--- src/rtl/lp_output_stage.sv ---
// Output conditioning for the low-pass filter: shift/saturate the wide filter word
// to the DAC width, slew-limit the DAC word, and ramp it in/out with an enable FSM.
module lp_output_stage #(
    parameter int WIDTH     = 16,
    parameter int OUT_WIDTH = 14,
    parameter int SHW       = $clog2(2 * WIDTH)
) (
    input  logic                   clk_i,
    input  logic                   rst_ni,
    input  logic [2*WIDTH-1:0]     data_i,
    input  logic [SHW-1:0]         shift_i,
    input  logic [OUT_WIDTH-2:0]   step_i,
    input  logic                   enable_i,
    input  logic                   clr_i,
    output logic [OUT_WIDTH-1:0]   dac_o,
    output logic                   sat_o,
    output logic [15:0]            sat_cnt_o,
    output logic                   active_o
);

    localparam int DW = 2 * WIDTH;

    localparam logic signed [DW-1:0]        SAT_MAX_C = (DW)'(2 ** (OUT_WIDTH - 1) - 1);
    localparam logic signed [DW-1:0]        SAT_MIN_C = (DW)'(-(2 ** (OUT_WIDTH - 1)));
    localparam logic signed [OUT_WIDTH-1:0] DAC_MAX_C = {1'b0, {(OUT_WIDTH-1){1'b1}}};
    localparam logic signed [OUT_WIDTH-1:0] DAC_MIN_C = {1'b1, {(OUT_WIDTH-1){1'b0}}};
    localparam logic [SHW:0]                SHIFT_LIM_C = (SHW+1)'(DW);

    typedef enum logic [1:0] {
        ST_IDLE      = 2'd0,
        ST_TRACK     = 2'd1,
        ST_RAMP_DOWN = 2'd2
    } state_e;

    state_e                       state_r;
    state_e                       state_s;

    logic signed [DW-1:0]         data_r;
    logic [SHW-1:0]               shift_r;
    logic [SHW-1:0]               shift_clamp_s;
    logic [SHW:0]                 shift_ext_s;

    logic signed [DW-1:0]         sh_s;
    logic signed [OUT_WIDTH-1:0]  target_s;
    logic                         sat_s;
    logic signed [OUT_WIDTH-1:0]  target_r;
    logic                         sat_r;

    logic signed [OUT_WIDTH-1:0]  goal_s;
    logic signed [OUT_WIDTH:0]    diff_s;
    logic [OUT_WIDTH:0]           abs_s;
    logic [OUT_WIDTH:0]           step_ext_s;
    logic [OUT_WIDTH:0]           dac_ext_s;
    logic [OUT_WIDTH:0]           dac_sum_s;
    logic signed [OUT_WIDTH-1:0]  dac_s;
    logic signed [OUT_WIDTH-1:0]  dac_r;

    logic [15:0]                  cnt_s;
    logic [15:0]                  cnt_r;

    // Clamp oversized shift requests to the largest meaningful shift.
    always_comb begin
        shift_ext_s = {1'b0, shift_i};
        if (shift_ext_s >= SHIFT_LIM_C) begin
            shift_clamp_s = SHW'(DW - 1);
        end else begin
            shift_clamp_s = shift_i;
        end
    end

    // Input register: sample and shift amount travel together.
    always_ff @(posedge clk_i or negedge rst_ni) begin
        if (!rst_ni) begin
            data_r  <= '0;
            shift_r <= '0;
        end else begin
            data_r  <= $signed(data_i);
            shift_r <= shift_clamp_s;
        end
    end

    // Arithmetic shift followed by saturation to the signed DAC range.
    always_comb begin
        sh_s = data_r >>> shift_r;
        if (sh_s > SAT_MAX_C) begin
            target_s = DAC_MAX_C;
            sat_s    = 1'b1;
        end else if (sh_s < SAT_MIN_C) begin
            target_s = DAC_MIN_C;
            sat_s    = 1'b1;
        end else begin
            target_s = sh_s[OUT_WIDTH-1:0];
            sat_s    = 1'b0;
        end
    end

    // Target/saturation register.
    always_ff @(posedge clk_i or negedge rst_ni) begin
        if (!rst_ni) begin
            target_r <= '0;
            sat_r    <= 1'b0;
        end else begin
            target_r <= target_s;
            sat_r    <= sat_s;
        end
    end

    // Slew limiter; the one-bit-wider difference keeps min-to-max moves from wrapping.
    always_comb begin
        if (state_r == ST_TRACK) begin
            goal_s = target_r;
        end else begin
            goal_s = '0;
        end
        dac_ext_s  = {dac_r[OUT_WIDTH-1], dac_r};
        diff_s     = $signed({goal_s[OUT_WIDTH-1], goal_s}) - $signed(dac_ext_s);
        step_ext_s = {2'b00, step_i};
        if (diff_s[OUT_WIDTH]) begin
            abs_s     = ~diff_s + (OUT_WIDTH+1)'(1);
            dac_sum_s = dac_ext_s - step_ext_s;
        end else begin
            abs_s     = diff_s;
            dac_sum_s = dac_ext_s + step_ext_s;
        end
        if (state_r == ST_IDLE) begin
            dac_s = '0;
        end else if ((step_i == '0) || (abs_s <= step_ext_s)) begin
            dac_s = goal_s;
        end else begin
            dac_s = dac_sum_s[OUT_WIDTH-1:0];
        end
    end

    // Enable FSM next-state logic.
    always_comb begin
        state_s = state_r;
        case (state_r)
            ST_IDLE: begin
                if (enable_i) begin
                    state_s = ST_TRACK;
                end else begin
                    state_s = ST_IDLE;
                end
            end
            ST_TRACK: begin
                if (!enable_i) begin
                    state_s = ST_RAMP_DOWN;
                end else begin
                    state_s = ST_TRACK;
                end
            end
            ST_RAMP_DOWN: begin
                if (enable_i) begin
                    state_s = ST_TRACK;
                end else if (dac_r == '0) begin
                    state_s = ST_IDLE;
                end else begin
                    state_s = ST_RAMP_DOWN;
                end
            end
            default: begin
                state_s = ST_IDLE;
            end
        endcase
    end

    // Saturation counter: clear wins, increments only while tracking, sticks at full scale.
    always_comb begin
        if (clr_i) begin
            cnt_s = 16'h0000;
        end else if (sat_r && (state_r == ST_TRACK) && (cnt_r != 16'hFFFF)) begin
            cnt_s = cnt_r + 16'h0001;
        end else begin
            cnt_s = cnt_r;
        end
    end

    // State, DAC word and counter registers.
    always_ff @(posedge clk_i or negedge rst_ni) begin
        if (!rst_ni) begin
            state_r <= ST_IDLE;
            dac_r   <= '0;
            cnt_r   <= 16'h0000;
        end else begin
            state_r <= state_s;
            dac_r   <= dac_s;
            cnt_r   <= cnt_s;
        end
    end

    assign dac_o     = dac_r;
    assign sat_o     = sat_r;
    assign sat_cnt_o = cnt_r;
    assign active_o  = (state_r != ST_IDLE);

endmodule

--- config.mk ---
export PLATFORM = sky130hd
export DESIGN_NAME = lp_output_stage
export DESIGN_NICKNAME = d
export VERILOG_FILES = /design/src/rtl/lp_output_stage.sv
export SDC_FILE = /design/constraint.sdc
export NUM_CORES = 1
export LEC_CHECK = 0
export ABC_CLOCK_PERIOD_IN_PS = 7600
export CORE_MARGIN = 5
export CORE_UTILIZATION = 57
export CTS_BUF_LIST = sky130_fd_sc_hd__clkbuf_16
export CTS_CLUSTER_DIAMETER = 60
export DETAILED_ROUTE_END_ITERATION = 16
export PLACE_DENSITY = 0.82
export REMOVE_ABC_BUFFERS = 1
export SLEW_MARGIN = 20
export SYNTH_ARGS = -nofsm -noshare
export SYNTH_HDL_FRONTEND = slang
export SYNTH_SLANG_ARGS = --single-unit
--- constraint.sdc ---
create_clock -name clk_i -period 7.6 [get_ports clk_i]
set_input_delay 0.76 -clock clk_i [delete_from_list [all_inputs] [get_ports clk_i]]
set_output_delay 0.76 -clock clk_i [all_outputs]
set_load 0.1 [all_outputs]
==> flow_summary.json <==
{
  "p_total_uw": 3197,
  "place_area_um2": 7869,
  "crit_fanout": 23,
  "multi_input_area_um2": 4521,
  "grt_use_met1": 0.2835,
  "use_met2": 0.4219,
  "crit_slowest_cell": "a22oi_1",
  "finalHoldViolCount": 0,
  "synth-main-ff-cell": "dfrtp_1",
  "holdBufCountCts": 0,
  "drive_above_1_share": 0.07622,
  "grt.total_usage": 0.2355,
  "finalWirelength_um": 16620,
  "wire_per_inst_um": 16.20,
  "core_area_um2": 12010,
  "worst_hold_slack_ns": 0.4630,
  "grt_antenna_before_repair": 0,
  "initial_utilization": 0.5808,
  "worst-setup-path-type": "reg2reg",
  "ys_warn_count": 0,
  "fmax_mhz": 148.1,
  "rsz0062_at_grt": "no",
  "io_pins": 86,
  "final_area_um2": 8147,
  "die_x_um": 120.6,
  "clk_latency_ns": 0.33,
  "cts_root_buf": "clkbuf_16",
  "required_ns": 7.82,
  "grt_pass1_wl_um": 28100,
  "start_kind": "flop",
  "path_buf_inv": 1,
  "cts_tree": "yes",
  "cts_htree_levels": 3,
  "drc": 0,
  "finalSetupViolations": 0,
  "gp_congestion": 0.9391,
  "antenna_left": 0,
  "grt_use_met3": 0.02900,
  "cpMostUsedCell": "o21ai_0",
  "yosysSeqAreaShare": 0.3013,
  "async_reset_ff_frac": 1.000,
  "rr_worst_depth": 25,
  "rrSetupSlack_ns": 0.85,
  "end_kind": "flop",
  "hold_path.class": "in2async",
  "dpl.hpwl_um": 13010,
  "top_usage_layer": "met2",
  "max_stage_delay_ns": 0.61,
  "die_h_um": 120.6,
  "syn_area_per_cell_um2": 8.603,
  "initialDrtViolationCount": 413,
  "cts-resized-gates": 0,
  "tightest_slew_ns": 1.018,
  "maxCapViolCount": 0,
  "synth_area_um2": 6977,
  "ir_worst_vdd_mv": 0.2068,
  "drt_first_pass_iters": 5,
  "maxSlewViolCount": 0,
  "path_clk_slew_ns": 0.06,
  "maxSlewHeadroom": 0.3194,
  "power_density_nw_per_um2": 392.4,
  "diodes": 0,
  "p_leak_uw": 0.003584,
  "viasPerCell": 5.927,
  "min_period_ns": 6.753,
  "yosys_register_bits": 84,
  "post_cts_buffers": 0,
  "finalCritPeriodShare": 0.8885,
  "grt.overflow.total": 0,
  "fillers": 970,
  "synth_edf_count": 0,
  "worstSetupStartpoint": "state_r[0]$_DFF_PN0_",
  "worstReg2RegEnd": "dac_o[13]$_DFF_PN0_",
  "grt_max_degree": 85,
  "cp_top_family": "compound AO/OA/AOI/OAI gates",
  "ys_types": 74,
  "clkSinkCount": 84,
  "fin_skew_ns": 0.007073,
  "via_count": 6081,
  "status": "finished, final reports clean",
  "portBuffers": 85,
  "numCtsBuffers": 9,
  "syn_to_final_growth_pct": 16.77,
  "r2r-start": "state_r[0]$_DFF_PN0_",
  "post-place-ws_ns": 0.9802,
  "crit_path_end": "dac_o[13]$_DFF_PN0_",
  "num_rows": 40,
  "crit_arrival_ns": 6.97,
  "tns_ns": 0,
  "die_area_um2": 14550,
  "clock_path_buffers": 2,
  "setup_ws_ns": 0.8471,
  "grt_pass1_vias": 5979,
  "synthCells": 811,
  "fin_nets": 969,
  "crit_cells": 25,
  "regArea_um2": 2102
}
[registers in the layout (all words and copies together) (netlist names)]
signal,flops
shift_r,5
sat_o,1
sat_cnt_o,16
dac_o,14
data_r,32
target_r,14
state_r,2
[worst reg2reg max path, delay by kind of cell (launching register included)]
kind | cells | cell delay, ns
buffers and inverters | 1 | 0.08
DFF | 1 | 0.53
adders and majority gates | 3 | 0.95
AOI/OAI and AO/OA | 13 | 3.46
muxes | 1 | 0.26
xor gates and xnor gates | 1 | 0.23
and+or+nand+nor | 6 | 1.12
[how the worst min path moves through the flow]
stage	start	end	slack, ns	cells past startpoint
6_report	rst_ni	sat_cnt_o[10]$_DFFE_PN0P_	0.46	1
3_5_place_dp	sat_cnt_o[9]$_DFFE_PN0P_	sat_cnt_o[9]$_DFFE_PN0P_	0.56	2
3_3_place_gp	sat_cnt_o[9]$_DFFE_PN0P_	sat_cnt_o[9]$_DFFE_PN0P_	0.55	2
5_1_grt	rst_ni	sat_cnt_o[12]$_DFFE_PN0P_	0.54	1
2_1_floorplan	rst_ni	dac_o[0]$_DFF_PN0_	0.46	0
4_1_cts	target_r[0]$_DFF_PN0_	dac_o[0]$_DFF_PN0_	0.57	2
[through the flow]
step / utilization / instances
2_1_floorplan: - / 773
3_3_place_gp: 0.6551 / 1010
3_5_place_dp: 0.6551 / 1010
4_1_cts: 0.6779 / 1026
5_1_grt: 0.6782 / 1026
6_report: 0.6782 / 1026
[synthesized netlist by cell type, drive strengths merged, types with 2 or more instances]
cell type | number | area, µm²
nand2 | 85 | 319.1
nor2 | 85 | 319.1
dfrtp | 84 | 2102
o21ai | 54 | 270.3
a21oi | 47 | 246.5
inv | 47 | 176.4
ha | 39 | 488.0
mux2i | 38 | 380.4
xnor2 | 36 | 315.3
xor2 | 21 | 183.9
buf | 19 | 106.4
clkbuf | 19 | 71.32
mux2 | 19 | 232.7
nor2b | 19 | 126.4
and2 | 15 | 93.84
a211oi | 14 | 110.1
nand3 | 14 | 70.07
nor3 | 14 | 70.07
a31oi | 13 | 81.33
mux4 | 13 | 292.8
and3 | 12 | 80.08
nand2b | 10 | 62.56
nand4 | 7 | 43.79
o21a | 7 | 52.55
a21boi | 6 | 45.05
nor4 | 6 | 37.54
o211ai | 6 | 45.04
or2 | 6 | 37.53
o31ai | 5 | 37.54
or3 | 5 | 31.28
a21o | 4 | 30.03
nand3b | 4 | 42.54
or4 | 4 | 30.03
nor3b | 3 | 22.52
o31a | 3 | 27.53
a22oi | 2 | 20.02
and4 | 2 | 17.52
fa | 2 | 40.04
maj3 | 2 | 21.27
o211a | 2 | 20.02
o221ai | 2 | 23.77
o41ai | 2 | 17.52
[layout by cell type (no fill, tap or decap), types with 9 or more instances in the layout]
cell and count:
mux2_2 14, a211oi_1 13, dfrtp_1 84, clkbuf_16 9, a21oi_1 46, ha_1 39, mux4_2 13, a31oi_1 13
and2_1 15, nor3_1 14, clkdlybuf4s50_1 84, inv_1 45, xor2_1 21, and3_1 11, nor2_1 85, nand2b_1 10
o21ai_0 49, mux2i_1 38, nand3_1 14, nor2b_1 18, nand2_1 85, xnor2_1 36
[layout make-up]
type                            instances  area share
Inverter                               47     0.02166
Clock inverter                          7    0.005990
Tap cell                              147     0.02258
Sequential cell                        84      0.2580
Timing Repair Buffer                   90      0.1092
Clock buffer                            9     0.02765
Multi-Input combinational cell        642      0.5549
[power by group]
group / leakage (µW) / total (µW) / internal [µW] / switching, µW
combinational: 0.00242 / 2210 / 932 / 1280
clock: 0.000138 / 401 / 223 / 178
sequential: 0.00103 / 588 / 508 / 79.4
total: 0.00358 / 3200 / 1660 / 1530
[layer usage]
layer  routed length, µm  vias up
met1                6894     2882
met2                8497      184
met5                   0        -
met4                 496        0
met3                 730       37
li1                    -     2978
[kinds of logic (layout without fill, tap and decap cells)]
family,count (synthesis),in the layout,synth area share
AND/OR/NAND/NOR,294,294,0.2057
AO/OA/AOI/OAI,178,178,0.1621
buffers and inverters,85,153,0.05075
flip-flops,84,84,0.3013
multiplexers,70,70,0.1298
XOR/XNOR,57,57,0.07156
adder cells (fa/ha/maj),43,43,0.07873
(Power assumes the default switching activity.)
==> variant: new RTL, config.mk and constraints unchanged <==
Reset style: synchronous (`rst_ni`), changed in 3 clocked blocks.
--- a/src/rtl/lp_output_stage.sv
+++ b/src/rtl/lp_output_stage.sv
@@ -71,3 +71,3 @@
     // Input register: sample and shift amount travel together.
-    always_ff @(posedge clk_i or negedge rst_ni) begin
+    always_ff @(posedge clk_i) begin
         if (!rst_ni) begin
@@ -97,3 +97,3 @@
     // Target/saturation register.
-    always_ff @(posedge clk_i or negedge rst_ni) begin
+    always_ff @(posedge clk_i) begin
         if (!rst_ni) begin
@@ -178,3 +178,3 @@
     // State, DAC word and counter registers.
-    always_ff @(posedge clk_i or negedge rst_ni) begin
+    always_ff @(posedge clk_i) begin
         if (!rst_ni) begin
Formal check against the unedited RTL: differs if rst_ni is asserted again (counterexample within 4 cycles, from zero or initial values and one cycle with rst_ni low); with rst_ni held inactive, the same outputs for 4 cycles.
==> variant against the original RTL <==
Area after synthesis is 1.7% lower. First-iteration DRC count decreased by 29%. Power grew 30%. Largest cell class unchanged. Routed wire length decreased by 3.3%. Setup slack improved by 0.51 ns. Sequential cell count did not move. Die area shrank 1.6%. Critical path depth is 5 lower. Design area fell by 1.0%.
==> variant: results (changes against the original RTL) <==
status:
  status: "completed"
layout:
  drive_above_1_share_pct: 8.04  # +0.42 points
  fin_nets: 992  # +2.4%
  multi_input_area_share_pct: 60.0  # +4.5 points
  clockNetworkAreaShare_pct: 3.77  # +0.41 points
  inv_count: 42  # -11%
  nonClockBufferCount: 91  # +1.1%
  nonClkBufAreaFrac_pct: 11.1  # +0.19 points
  multi_input_comb_cells: 664  # +3.4%
  seq_area_um2: 1680  # -20%
synthesis:
  synthTopCellsByCount: "dfxtp_1 (84), nand2_1 (78), nor2_1 (69)"
  muxShareOfSynthArea_pct: 15.5  # +2.5 points
  async_flop_share_pct: 0  # -100 points
  synth_compound_area_share_pct: 16.6  # +0.41 points
  seq_area_frac_synth_pct: 24.5  # -5.6 points
  synthXorXnorAreaFrac_pct: 7.02  # -0.13 points
  synthTopCellsByArea: "dfxtp_1 (25%), ha_1 (8.0%), mux2i_1 (6.7%)"
  synthAdderAreaFrac_pct: 8.61  # +0.74 points
  synth_top_area_cell: "dfxtp_1"
  ys_types: 66  # -11%
clocking:
  htree_levels: 3  # unchanged
power_and_ir_drop:
  p_leak_nw: 3.20  # -11%
  max-vdd-ir-drop_v: 0.000519  # +150%
placed_design:
  gp_congestion: 0.958  # +2.0%
sta:
  clock-skew-final_ns: 0.00879  # +0.00172 ns
  relSlewSlack_pct: 30.4  # -1.5 points
worst_setup_path:
  crit_arrival_ns: 6.51  # -0.46 ns
  r2r_cells: 20  # -20%
  reg2reg_setup_slack_ns: 1.36  # +0.51 ns
  r2r-start: "state_r[0]"
  worst-path-max-fanout: 17  # -26%
  rr_endpoint: "dac_o[12]"
detailed_routing:
  num_vias: 6117  # +0.59%
  wl_per_cell_um: 15.4  # -4.8%
  drt-initial-drc-count: 293  # -29%
grt:
  grt_pass1_vias: 5827  # -2.5%
  grtUsageTotal_pct: 22.6  # -0.99 points
  grt_start_max_net_pins: 43  # -49%
worst_hold_path:
  hp-class: "flop to flop"
variant: cell types whose count changed after synthesis, sizes merged, moves of 13 or more:
cell / delta
a21oi: +16
o21ai: -13
and2: +38
dfrtp: -84
dfxtp: +84
nor2: -16
variant: worst min-delay path by stage:
stage | slack [ns] | startpoint | endpoint
floorplan | 0.44 | state_r[1] | state_r[0]
global placement | 0.46 | state_r[1] | state_r[0]
detailed placement | 0.48 | state_r[1] | state_r[0]
CTS | 0.48 | state_r[1] | state_r[0]
global route | 0.52 | state_r[1] | state_r[0]
finish | 0.48 | state_r[1] | state_r[0]
variant: stage by stage:
step	hold WS, ns	std cells	utilization [%]	cell area (um2)	worst slack [ns]
2_1_floorplan	0.443	790	-	6680	1.88
3_3_place_gp	0.457	1028	65.1	7760	1.52
3_5_place_dp	0.476	1028	65.1	7760	1.37
4_1_cts	0.482	1042	67.7	8060	1.34
5_1_grt	0.521	1042	67.7	8060	0.790
6_report	0.479	1042	67.7	8060	1.36
variant: worst max-delay path, stage by stage (launching register included):
cell and delay [ns]:
dfxtp_1 0.38, nor2b_1 0.69, and2_1 0.26, ha_1 0.29, a211oi_2 0.39, o21ai_0 0.23
a211o_1 0.36, a211o_1 0.31, o211ai_1 0.43, buf_4 0.35, o31ai_1 0.12, xnor2_1 0.14
ha_1 0.29, and3_1 0.15, nand3_1 0.10, nor3_1 0.27, nor2_1 0.08, a21oi_1 0.16
o311ai_1 0.12, o21ai_2 0.77, mux2i_1 0.27
variant: routing by layer:
layer | track usage (%) | wire, um
met5 | 0 | 0
met4 | 9.81 | 459
met3 | 3.35 | 865
met2 | 39.8 | 7880
met1 | 27.2 | 6860
variant: where the power goes:
part	internal, mW	switching, mW
Clock	0.283	0.168
Sequential	0.496	0.0622
Combinational	1.33	1.81
Total	2.11	2.04
